===== src/rtl/dt_scan_ctrl_pkg.sv =====
`default_nettype none
// ============================================================================
// Module   : dt_scan_ctrl_pkg
// Brief    : Shared display constants (hex 7-segment table) and clog2 helper
// Revision : 1.0 - initial release
// ============================================================================
package dt_scan_ctrl_pkg;

  // Active-high segment patterns {g,f,e,d,c,b,a} for hex digits 0..F
  localparam logic [6:0] c_seg_table [16] = '{
    7'h3F, 7'h06, 7'h5B, 7'h4F, 7'h66, 7'h6D, 7'h7D, 7'h07,
    7'h7F, 7'h6F, 7'h77, 7'h7C, 7'h39, 7'h5E, 7'h79, 7'h71
  };

  function automatic int f_clog2(input int v);
    int r;
    r = 0;
    for (int i = 0; i < 31; i++) begin
      if ((1 << i) < v) r = i + 1;
    end
    return r;
  endfunction

endpackage
`default_nettype wire


===== src/rtl/dt_seg_lut.sv =====
`default_nettype none
// ============================================================================
// Module   : dt_seg_lut
// Brief    : Combinational hex nibble to active-high 7-segment lookup
// Revision : 1.0 - initial release
// ============================================================================
module dt_seg_lut
  import dt_scan_ctrl_pkg::*;
(
  input  logic [3:0] i_nibble,
  output logic [6:0] o_seg
);

  assign o_seg = c_seg_table[i_nibble];

endmodule
`default_nettype wire


===== src/rtl/dt_scan_ctrl.sv =====
`default_nettype none
// ============================================================================
// Module   : dt_scan_ctrl
// Brief    : Multiplexed 7-segment scan controller with frame-aligned updates
// Revision : 1.0 - initial release
// ============================================================================
module dt_scan_ctrl
  import dt_scan_ctrl_pkg::*;
#(
  parameter int DIGITS         = 8,
  parameter int SCAN_DIV       = 100000,
  parameter int LZ_BLANK       = 1,
  parameter int SEG_ACTIVE_LOW = 1,
  parameter int SEL_ACTIVE_LOW = 1
) (
  input  logic                        clk,
  input  logic                        reset,
  input  logic [4*DIGITS-1:0]         num_in,
  input  logic                        load,
  output logic [DIGITS-1:0]           ds,
  output logic [f_clog2(DIGITS)-1:0]  sel,
  output logic [3:0]                  num,
  output logic [6:0]                  dt,
  output logic                        blank,
  output logic                        pending,
  output logic                        frame_done
);

  localparam int c_sel_w = f_clog2(DIGITS);
  localparam int c_cnt_w = (SCAN_DIV > 1) ? f_clog2(SCAN_DIV) : 1;
  localparam logic [c_cnt_w-1:0] c_cnt_max = c_cnt_w'(SCAN_DIV - 1);
  localparam logic [c_sel_w-1:0] c_idx_max = c_sel_w'(DIGITS - 1);
  localparam logic [6:0]         c_seg_pol = (SEG_ACTIVE_LOW != 0) ? 7'h7F : 7'h00;
  localparam logic [DIGITS-1:0]  c_sel_pol = {DIGITS{(SEL_ACTIVE_LOW != 0)}};

  logic [c_cnt_w-1:0]  r_cnt;
  logic [c_sel_w-1:0]  r_idx;
  logic [4*DIGITS-1:0] r_shadow;
  logic [4*DIGITS-1:0] r_display;
  logic                r_pending;
  logic                r_frame_done;

  logic                w_tick;
  logic                w_boundary;
  logic [DIGITS-1:0]   w_zero_above;
  logic [DIGITS-1:0]   w_onehot;
  logic [3:0]          w_cur_nib;
  logic                w_cur_zero;
  logic                w_blank;
  logic [6:0]          w_seg;

  assign w_tick     = (r_cnt == c_cnt_max);
  assign w_boundary = w_tick && (r_idx == c_idx_max);

  always_ff @(posedge clk) begin
    if (reset) begin
      r_cnt <= '0;
      r_idx <= '0;
    end else if (w_tick) begin
      r_cnt <= '0;
      r_idx <= (r_idx == c_idx_max) ? '0 : r_idx + c_sel_w'(1);
    end else begin
      r_cnt <= r_cnt + c_cnt_w'(1);
    end
  end

  // Display only changes at a frame boundary, so a scanned frame never mixes values
  always_ff @(posedge clk) begin
    if (reset) begin
      r_shadow     <= '0;
      r_display    <= '0;
      r_pending    <= 1'b0;
      r_frame_done <= 1'b0;
    end else begin
      r_frame_done <= 1'b0;
      if (load) begin
        r_shadow <= num_in;
        if (w_boundary) begin
          r_display    <= num_in;
          r_pending    <= 1'b0;
          r_frame_done <= 1'b1;
        end else begin
          r_pending <= 1'b1;
        end
      end else if (w_boundary && r_pending) begin
        r_display    <= r_shadow;
        r_pending    <= 1'b0;
        r_frame_done <= 1'b1;
      end
    end
  end

  // w_zero_above[i]: nibbles i..DIGITS-1 of the display are all zero
  always_comb begin
    logic acc;
    acc          = 1'b1;
    w_zero_above = '0;
    for (int i = DIGITS - 1; i >= 0; i--) begin
      acc             = acc & (r_display[4*i +: 4] == 4'h0);
      w_zero_above[i] = acc;
    end
  end

  always_comb begin
    w_cur_nib  = 4'h0;
    w_cur_zero = 1'b0;
    w_onehot   = '0;
    for (int i = 0; i < DIGITS; i++) begin
      if (r_idx == c_sel_w'(i)) begin
        w_cur_nib   = r_display[4*i +: 4];
        w_cur_zero  = w_zero_above[i];
        w_onehot[i] = 1'b1;
      end
    end
  end

  assign w_blank = (LZ_BLANK != 0) && (r_idx != '0) && w_cur_zero;

  dt_seg_lut u_seg_lut (
    .i_nibble (w_cur_nib),
    .o_seg    (w_seg)
  );

  always_ff @(posedge clk) begin
    if (reset) begin
      ds    <= c_sel_pol ^ DIGITS'(1);
      sel   <= '0;
      num   <= 4'h0;
      dt    <= c_seg_table[0] ^ c_seg_pol;
      blank <= 1'b0;
    end else begin
      ds    <= c_sel_pol ^ w_onehot;
      sel   <= r_idx;
      num   <= w_cur_nib;
      dt    <= w_blank ? c_seg_pol : (w_seg ^ c_seg_pol);
      blank <= w_blank;
    end
  end

  assign pending    = r_pending;
  assign frame_done = r_frame_done;

endmodule
`default_nettype wire


===== config.mk =====
export PLATFORM = sky130hd
export DESIGN_NAME = dt_scan_ctrl
export DESIGN_NICKNAME = d
export VERILOG_FILES = /design/src/rtl/dt_scan_ctrl_pkg.sv /design/src/rtl/dt_seg_lut.sv /design/src/rtl/dt_scan_ctrl.sv
export SDC_FILE = /design/constraint.sdc
export NUM_CORES = 1
export LEC_CHECK = 0
export CORE_UTILIZATION = 50
export DETAILED_ROUTE_END_ITERATION = 6
export HOLD_SLACK_MARGIN = 0.06
export PLACE_DENSITY = 0.83
export SLEW_MARGIN = 10
export SYNTH_ARGS = -nofsm -noshare
export SYNTH_HDL_FRONTEND = slang
export SYNTH_SLANG_ARGS = --single-unit

===== constraint.sdc =====
create_clock -name clk -period 3.27 [get_ports clk]
set_clock_uncertainty 0.05 [all_clocks]
set_input_delay 0.981 -clock clk [delete_from_list [all_inputs] [get_ports clk]]
set_output_delay 0.981 -clock clk [all_outputs]
set_load 0.05 [all_outputs]

# Word level (Yosys, flattened, before mapping)

Memories as Yosys holds them, arrays and structs flattened.
Cells that the tools add are included.

Flip-flop bits (word level): 109
Memory bits (read-only): 112
Word-level logic and storage cells: 89
Memories: 1

Add/sub/neg operators: 2
Magnitude comparators: 1
Equality and inequality tests: 9
Muxes and demuxes: 37
Bitwise logic cells: 10
Reduce and logical (&&, ||, !) cells: 17

Memory list:

| memory           | depth | bits a word | rd ports | clocked after memory_dff | wr ports | line             | text |
|---|---|---|---|---|---|---|---|
| (name not given) | 16    | 7           | 1        | 0                        | 0        | dt_seg_lut.sv:14 | `assign o_seg = c_seg_table[i_nibble];` |

Operator list:

| kind                    | number |
|---|---|
| $mux W32                | 3 |
| $logic_not A4 Y1        | 8 |
| $mux W4                 | 8 |
| $mux W1                 | 22 |
| $add A17 B1 Y17 const B | 1 |
| $eq A17 B17 Y1 const B  | 1 |
| $mux W7                 | 2 |
| $eq A3 B3 Y1 const B    | 4 |
| $not A8 Y8              | 1 |
| $and A1 B1 Y1           | 7 |
| $not A7 Y7              | 1 |
| $eq A3 B2 Y1 const B    | 2 |
| $mux W6                 | 1 |
| $ge A5 B5 Y1 const B    | 1 |
| $not A4 Y5              | 1 |
| $reduce_or A2 Y1        | 2 |
| $add A3 B1 Y3 const B   | 1 |
| $eq A3 B1 Y1 const B    | 1 |
| $logic_and A1 B1 Y1     | 3 |
| $logic_not A3 Y1        | 1 |
| $mux W3                 | 1 |
| $reduce_bool A3 Y1      | 1 |
| $ne A2 B1 Y1 const B    | 1 |
| $reduce_and A2 Y1       | 1 |
| $reduce_bool A2 Y1      | 1 |

# Logic depth before layout (Yosys ltp)

Gate-level depths: netlist of the first run.

Word-level depth: 18
Gate-level depth with buffers: 15
Depth with buffers taken out: 13

# Modules after synthesis

From an unflattened synthesis of the first run, not the netlist that was laid out.

Cell total of the unflattened synthesis: 520
Area, all modules: 4664.5 µm²

By module, submodules not included:

| module       | times used | cells an instance | area each (µm²) | seq. area each (µm²) |
|---|---|---|---|---|
| dt_scan_ctrl | 1          | 487               | 4374.2          | 2182.1 |
| dt_seg_lut   | 1          | 33                | 290.3           | 0.0 |

# Worst setup path after synthesis of the first run

OpenSTA, ideal clock, no wires.

Path kind: reg2reg
Start point: register r_idx[2]
End point: register dt[5]
Library setup time: 0.070 ns
Arrival: 2.631 ns
Data required time: 3.150 ns
Setup slack: 0.520 ns
Cell stages (with the launch flop): 13
Period minus slack after synthesis: 2.750 ns
Cells stage by stage: dfxtp_1 > buf_6 > inv_1 > ha_1 > buf_2 > or2_1 > a221oi_2 > o22ai_1 > a21o_1 > and2_1 > ha_1 > or4_1 > a21oi_1

Cells in the longest elaborated chain, start to end: 15
Elaborated cells on any way between the ends: 32
Classes of those cells: 7 x eq/ne; 19 x mux; 2 x bitwise; 3 x reduce/logical; 1 x memory

RTL lines:

| element                                     | line                | text |
|---|---|---|
| start: declaration                          | dt_scan_ctrl.sv:37  | `logic [c_sel_w-1:0] r_idx;` |
| start signal: assignment                    | dt_scan_ctrl.sv:61  | `r_idx <= (r_idx == c_idx_max) ? '0 : r_idx + c_sel_w'(1);` |
| $logic_not A3 Y1                            | dt_scan_ctrl.sv:109 | `if (r_idx == c_sel_w'(i)) begin` |
| $mux W4 (8 in series)                       | dt_scan_ctrl.sv:109 |  |
| $not A4 Y5 (implied by the code)            | dt_seg_lut.sv:14    |  |
| $mem_v2 Z16 W7                              | n/a                 |  |
| $mux W7 (implied by the code) (2 in series) | dt_seg_lut.sv:14    |  |
| $not A7 Y7 (no line)                        | n/a                 |  |
| $mux W6 *                                   | dt_scan_ctrl.sv:135 | `dt <= w_blank ? c_seg_pol : (w_seg ^ c_seg_pol);` |
| end signal: assignment                      | dt_scan_ctrl.sv:129 | `dt <= c_seg_table[0] ^ c_seg_pol;` |
| end signal: assignment                      | dt_scan_ctrl.sv:135 |  |
| end: declaration                            | dt_scan_ctrl.sv:23  | `output logic [6:0] dt,` |

Every way passes the cells marked *; elsewhere a longest branch is shown, timed or not. The select of a mux whose other input is x is not followed.
A chain may end at the register's enable or synchronous reset.

# Final worst setup path of the first run

Start point: register r_idx[0]
End point: register dt[3]

Cells in the longest elaborated chain, start to end: 15
Elaborated cells on any way between the ends: 32
Classes of those cells: 7 x eq/ne; 19 x mux; 2 x bitwise; 3 x reduce/logical; 1 x memory

RTL lines:

| element                                       | line                | text |
|---|---|---|
| $logic_not A3 Y1                              | dt_scan_ctrl.sv:109 |  |
| $mux W4 (7 in series)                         | dt_scan_ctrl.sv:109 |  |
| $mux W4 *                                     | dt_scan_ctrl.sv:109 |  |
| named net u_seg_lut.i_nibble[1]               | dt_seg_lut.sv:10    | `input logic [3:0] i_nibble,` |
| $not A4 Y5 (implied by the code) *            | dt_seg_lut.sv:14    |  |
| $mem_v2 Z16 W7 *                              | n/a                 |  |
| $mux W7 (implied by the code) * (2 in series) | dt_seg_lut.sv:14    |  |
| $not A7 Y7 (no line) *                        | n/a                 |  |
| $mux W6 *                                     | dt_scan_ctrl.sv:135 |  |

The timed path passes the listed nets; every way through them passes the cells marked *. The select of a mux whose other input is x is not followed.

==> out/qor.yml, run 1 <==
synthesis:
  syn_area_mm2: 0.00470
  synth-async-reset-ratio_pct: 0
  synth_fa_ha_area_share_pct: 3.20
  area_fraction_in_compound_gates_after_synthesis_pct: 14.6
  synth_fp_nets: 568
  synth_edf_count: 0
  netlist_instances: 521
  synth_area_per_cell_um2: 9.01
  postSynthRegisterBits: 109
  prevailing_post_synth_register_cell: "dfxtp_1"
  synth_sequential_area_ratio_pct: 46.5
  synth.lib_cells_used.distinct: 63
  yosysWarningCount: 0
  synth.area.mux_share_pct: 8.23
  synth_top_family_by_area: "simple AND/OR/NAND/NOR gates"
  synth_simple_gate_area_share_pct: 19.7
  xor_and_xnor_area_share_after_synthesis_pct: 2.24
clock_network:
  clock_root_buffer: "clkbuf_8"
  cts_made_buffers: 9
  cts_max_path_buffers: 2
  tritoncts: "built"
  cts.repair_timing.setup_buffer_count: 0
  post_cts_resized: 0
  worst_skew_pair.late_latency_ns: 0.36
  cts.sink_count: 109
  cts-htree-levels: 3
  cts-hold-fix-buffers: 0
  clk_pin_slew_worst_paths_ns: 0.09
worst_setup_path:
  critPathArrivalTime_ns: 3.09
  crit_required_ns: 3.43
  timing.reg2reg.worst_path_depth: 12
  worst_r2r_startpoint: "r_idx[0]$_SDFFE_PP0N_"
  worst_setup_path_end_kind: "register"
  timing_worst_setup_path_type: "reg2reg"
  rr_endpoint: "dt[3]$_SDFF_PP0_"
  cp_slowest_cell: "dfxtp_1"
  crit_buf_inv: 2
  timing.critical_path.fanout_max: 8
  timing.reg2reg.setup_slack_ns: 0.34
  path_cells: "inv_1, ha_1, a21oi_1, a221oi_1, o22ai_1, a21oi_1, a21oi_1, inv_1, ha_1, mux2_4, mux2i_1, a21oi_1"
  cp_common_cell: "a21oi_1"
  critical-path-max-stage-delay_ns: 0.42
  worst_path_dominant_cell_family: "compound AO/OA/AOI/OAI gates"
  cp-start-kind: "register"
final_layout:
  drive_above_1_share_pct: 8.38
  nets: 617
  insertedDiodeCount: 0
  mostFrequentLayoutCell: "nor2_1"
  final_area_mm2: 0.00553
  finalNonFillerCells: 681
  layout.cells.most_common_list: "125 x nor2_1, 109 x dfxtp_1, 57 x clkdlybuf4s50_1"
  synthToLayoutAreaGrowth_pct: 17.8
  post-route-util_pct: 62.2
  fill_cells: 748
floorplanning:
  start_util_pct: 52.8
  core_area_mm2: 0.00889
  die_area_mm2: 0.00978
  floorplan.die.width_um: 98.9
  std_cell_rows: 34
  die_h_um: 98.9
  io-pin-count: 60
min_path:
  startpoint_of_the_lowest_slack_hold_path: "r_shadow[27]$_SDFFE_PP0P_"
  min-delay-path-class: "reg2reg"
  hold_depth: 2
  whs_endpoint: "r_shadow[27]$_SDFFE_PP0P_"
sta:
  maxSlewViolCount: 0
  timing.slew.headroom_pct: 46.0
  setup-violations-final: 0
  final-hold-violation-count: 0
  finalCriticalPeriod_ns: 2.93
  totalNegativeSetupSlack_ns: 0
  rsz0062_at_grt: "no"
  post-route-period-util_pct: 89.5
  worst-slew-pin-transition_ns: 0.810
  final.setup.worst_slack_ns: 0.344
  fmax_ghz: 0.342
pwr:
  vdd_drop_max_v: 0.000215
  leakagePower_nw: 2.19
  power_per_cell_area_mw_per_mm2: 422
grt:
  grt_use_met2_pct: 36.1
  antenna_found_initial: 0
  grt_start_max_net_pins: 86
  globalRouteMet1Util_pct: 25.9
  grt_remaining_overflow: 0
  global_route_wire_length_before_repair_mm: 16.4
  highest_utilization_routing_layer_at_the_global_route_stage: "met2"
  globalRouteMet3Util_pct: 3.19
  vias_in_the_first_global_route: 3609
  track_usage_pct: 20.8
drt:
  drc: 0
  number_of_vias_per_cell: 5.43
  routed-via-count: 3697
  avgRoutedWirePerCell_um: 14.1
  totalWireLength_mm: 9.61
  detail_route.iter0.violations: 157
  drt_pre_antenna_iters: 4
  antenna_left: 0
placement:
  dpl-instance-area_mm2: 0.00533
  place_worst_setup_slack_ns: 0.399
  finalWeightedCongestion: 0.881
  post-place-cells: 667
  dp.final_hpwl_mm: 7.05
  port_buf_inserts: 59
outcome:
  outcome: "finished clean"
run:
  max_cap_violations: 0
## tightest hold or removal path: cells and delay by family (launching register included)
family / cells / cell delay [ns]
DFF: 1 / 0.32
and+or+nand+nor: 1 / 0.08
muxes: 1 / 0.07
## layout make-up
type | instances | area, µm² | area share, %
Clock buffer | 9 | 124 | 2.24
Clock inverter | 5 | 77.6 | 1.40
Inverter | 17 | 63.8 | 1.15
Multi-Input combinational cell | 364 | 2270 | 41.0
Sequential cell | 109 | 2180 | 39.4
Tap cell | 108 | 135 | 2.44
Timing Repair Buffer | 69 | 681 | 12.3
## worst max-delay path by stage
| stage | slack (ns) | start | to | depth (start not counted) |
|---|---|---|---|---|
| 2_1_floorplan | 0.52 | r_idx[2]$_SDFFE_PP0N_ | dt[5]$_SDFF_PP0_ | 12 |
| 5_1_grt | 0.18 | r_idx[0]$_SDFFE_PP0N_ | dt[3]$_SDFF_PP0_ | 12 |
| 4_1_cts | 0.38 | r_idx[0]$_SDFFE_PP0N_ | dt[3]$_SDFF_PP0_ | 12 |
| 3_3_place_gp | 0.55 | r_idx[0]$_SDFFE_PP0N_ | dt[5]$_SDFF_PP0_ | 10 |
| 6_report | 0.34 | r_idx[0]$_SDFFE_PP0N_ | dt[3]$_SDFF_PP0_ | 12 |
| 3_5_place_dp | 0.40 | r_idx[1]$_SDFFE_PP0N_ | dt[3]$_SDFF_PP0_ | 12 |
## registers in the layout, summed over array words and instances (netlist names)
signal and cells:
pending 1, dt 7, sel 3, r_idx 3
ds 8, blank 1, num 4, r_shadow 32
r_cnt 17, frame_done 1, r_display 32
## synth_stat cells (2+ instances only)
cell         n  area [µm²]
nor2_1     125         469
dfxtp_1    109        2180
a21oi_1     50         250
mux2i_1     36         360
nand2_1     23        86.3
inv_1       17        63.8
nand3_1     16        80.1
ha_1        12         150
clkbuf_1     9        33.8
xor2_1       8        70.1
buf_2        7        35.0
o21ai_0      7        35.0
buf_6        6        67.6
nor4_1       6        37.5
or3_1        6        37.5
buf_1        5        18.8
o211ai_1     5        37.5
and3_1       4        25.0
nand3b_1     4        30.0
xnor2_1      4        35.0
and4_1       3        26.3
nand4_1      3        18.8
o21ai_1      3        15.0
or4_1        3        22.5
a21o_1       2        15.0
a221oi_2     2        30.0
a31oi_1      2        12.5
and2_1       2        12.5
and3b_1      2        17.5
clkbuf_4     2        15.0
clkbuf_8     2        27.5
nand2_2      2        12.5
o2111ai_1    2        17.5
o21a_1       2        15.0
o22ai_1      2        12.5
## logic make-up (layout without fill, tap and decap cells)
logic type,count (synthesis),after routing
xor+xnor,12,12
simple gates,205,205
buf+inv,48,100
mux,38,38
compound gates,97,97
fa+ha+maj,12,12
flops,109,109
## routing by layer
layer  vias to the layer above  wire, µm
met5                         -         0
met4                         0       172
met3                        15       504
met2                       103      4620
met1                      1711      4310
li1                       1868         -
## where the power goes
| part | switching (W) | internal, W | leakage, nW |
|---|---|---|---|
| registers | 0.0000113 | 0.00135 | 0.885 |
| logic | 0.0000635 | 0.0000663 | 1.20 |
| clock network | 0.000420 | 0.000421 | 0.101 |
| total | 0.000495 | 0.00184 | 2.19 |
## through the flow
step / hold slack [ns] / total power [W]
floorplan: 0.404 / 0.00147
global placement: 0.421 / 0.00152
detailed placement: 0.426 / 0.00153
CTS: 0.450 / 0.00235
global route: 0.474 / 0.00242
finish: 0.445 / 0.00234
(Power assumes the default switching activity.)
==> run 2: changes to the inputs <==
--- a/config.mk
+++ b/config.mk
@@ -5,6 +5,7 @@
 export SDC_FILE = /design/constraint.sdc
 export NUM_CORES = 1
 export LEC_CHECK = 0
+export ABC_AREA = 0
 export CORE_UTILIZATION = 50
 export DETAILED_ROUTE_END_ITERATION = 6
 export HOLD_SLACK_MARGIN = 0.06
==> constraint.sdc (replaced) <==
create_clock -name clk -period 3.27 [get_ports clk]
set_clock_uncertainty 0.05 [all_clocks]
set_input_delay 0.981 -clock clk [delete_from_list [all_inputs] [get_ports clk]]
set_output_delay 0.981 -clock clk [all_outputs]
set_load 0.02 [all_outputs]
==> results of run 2 <==
The final DEF is identical to that of run 1. Status: finished clean.
Among the figures that moved: total power 0.00234 W -> 0.00233 W
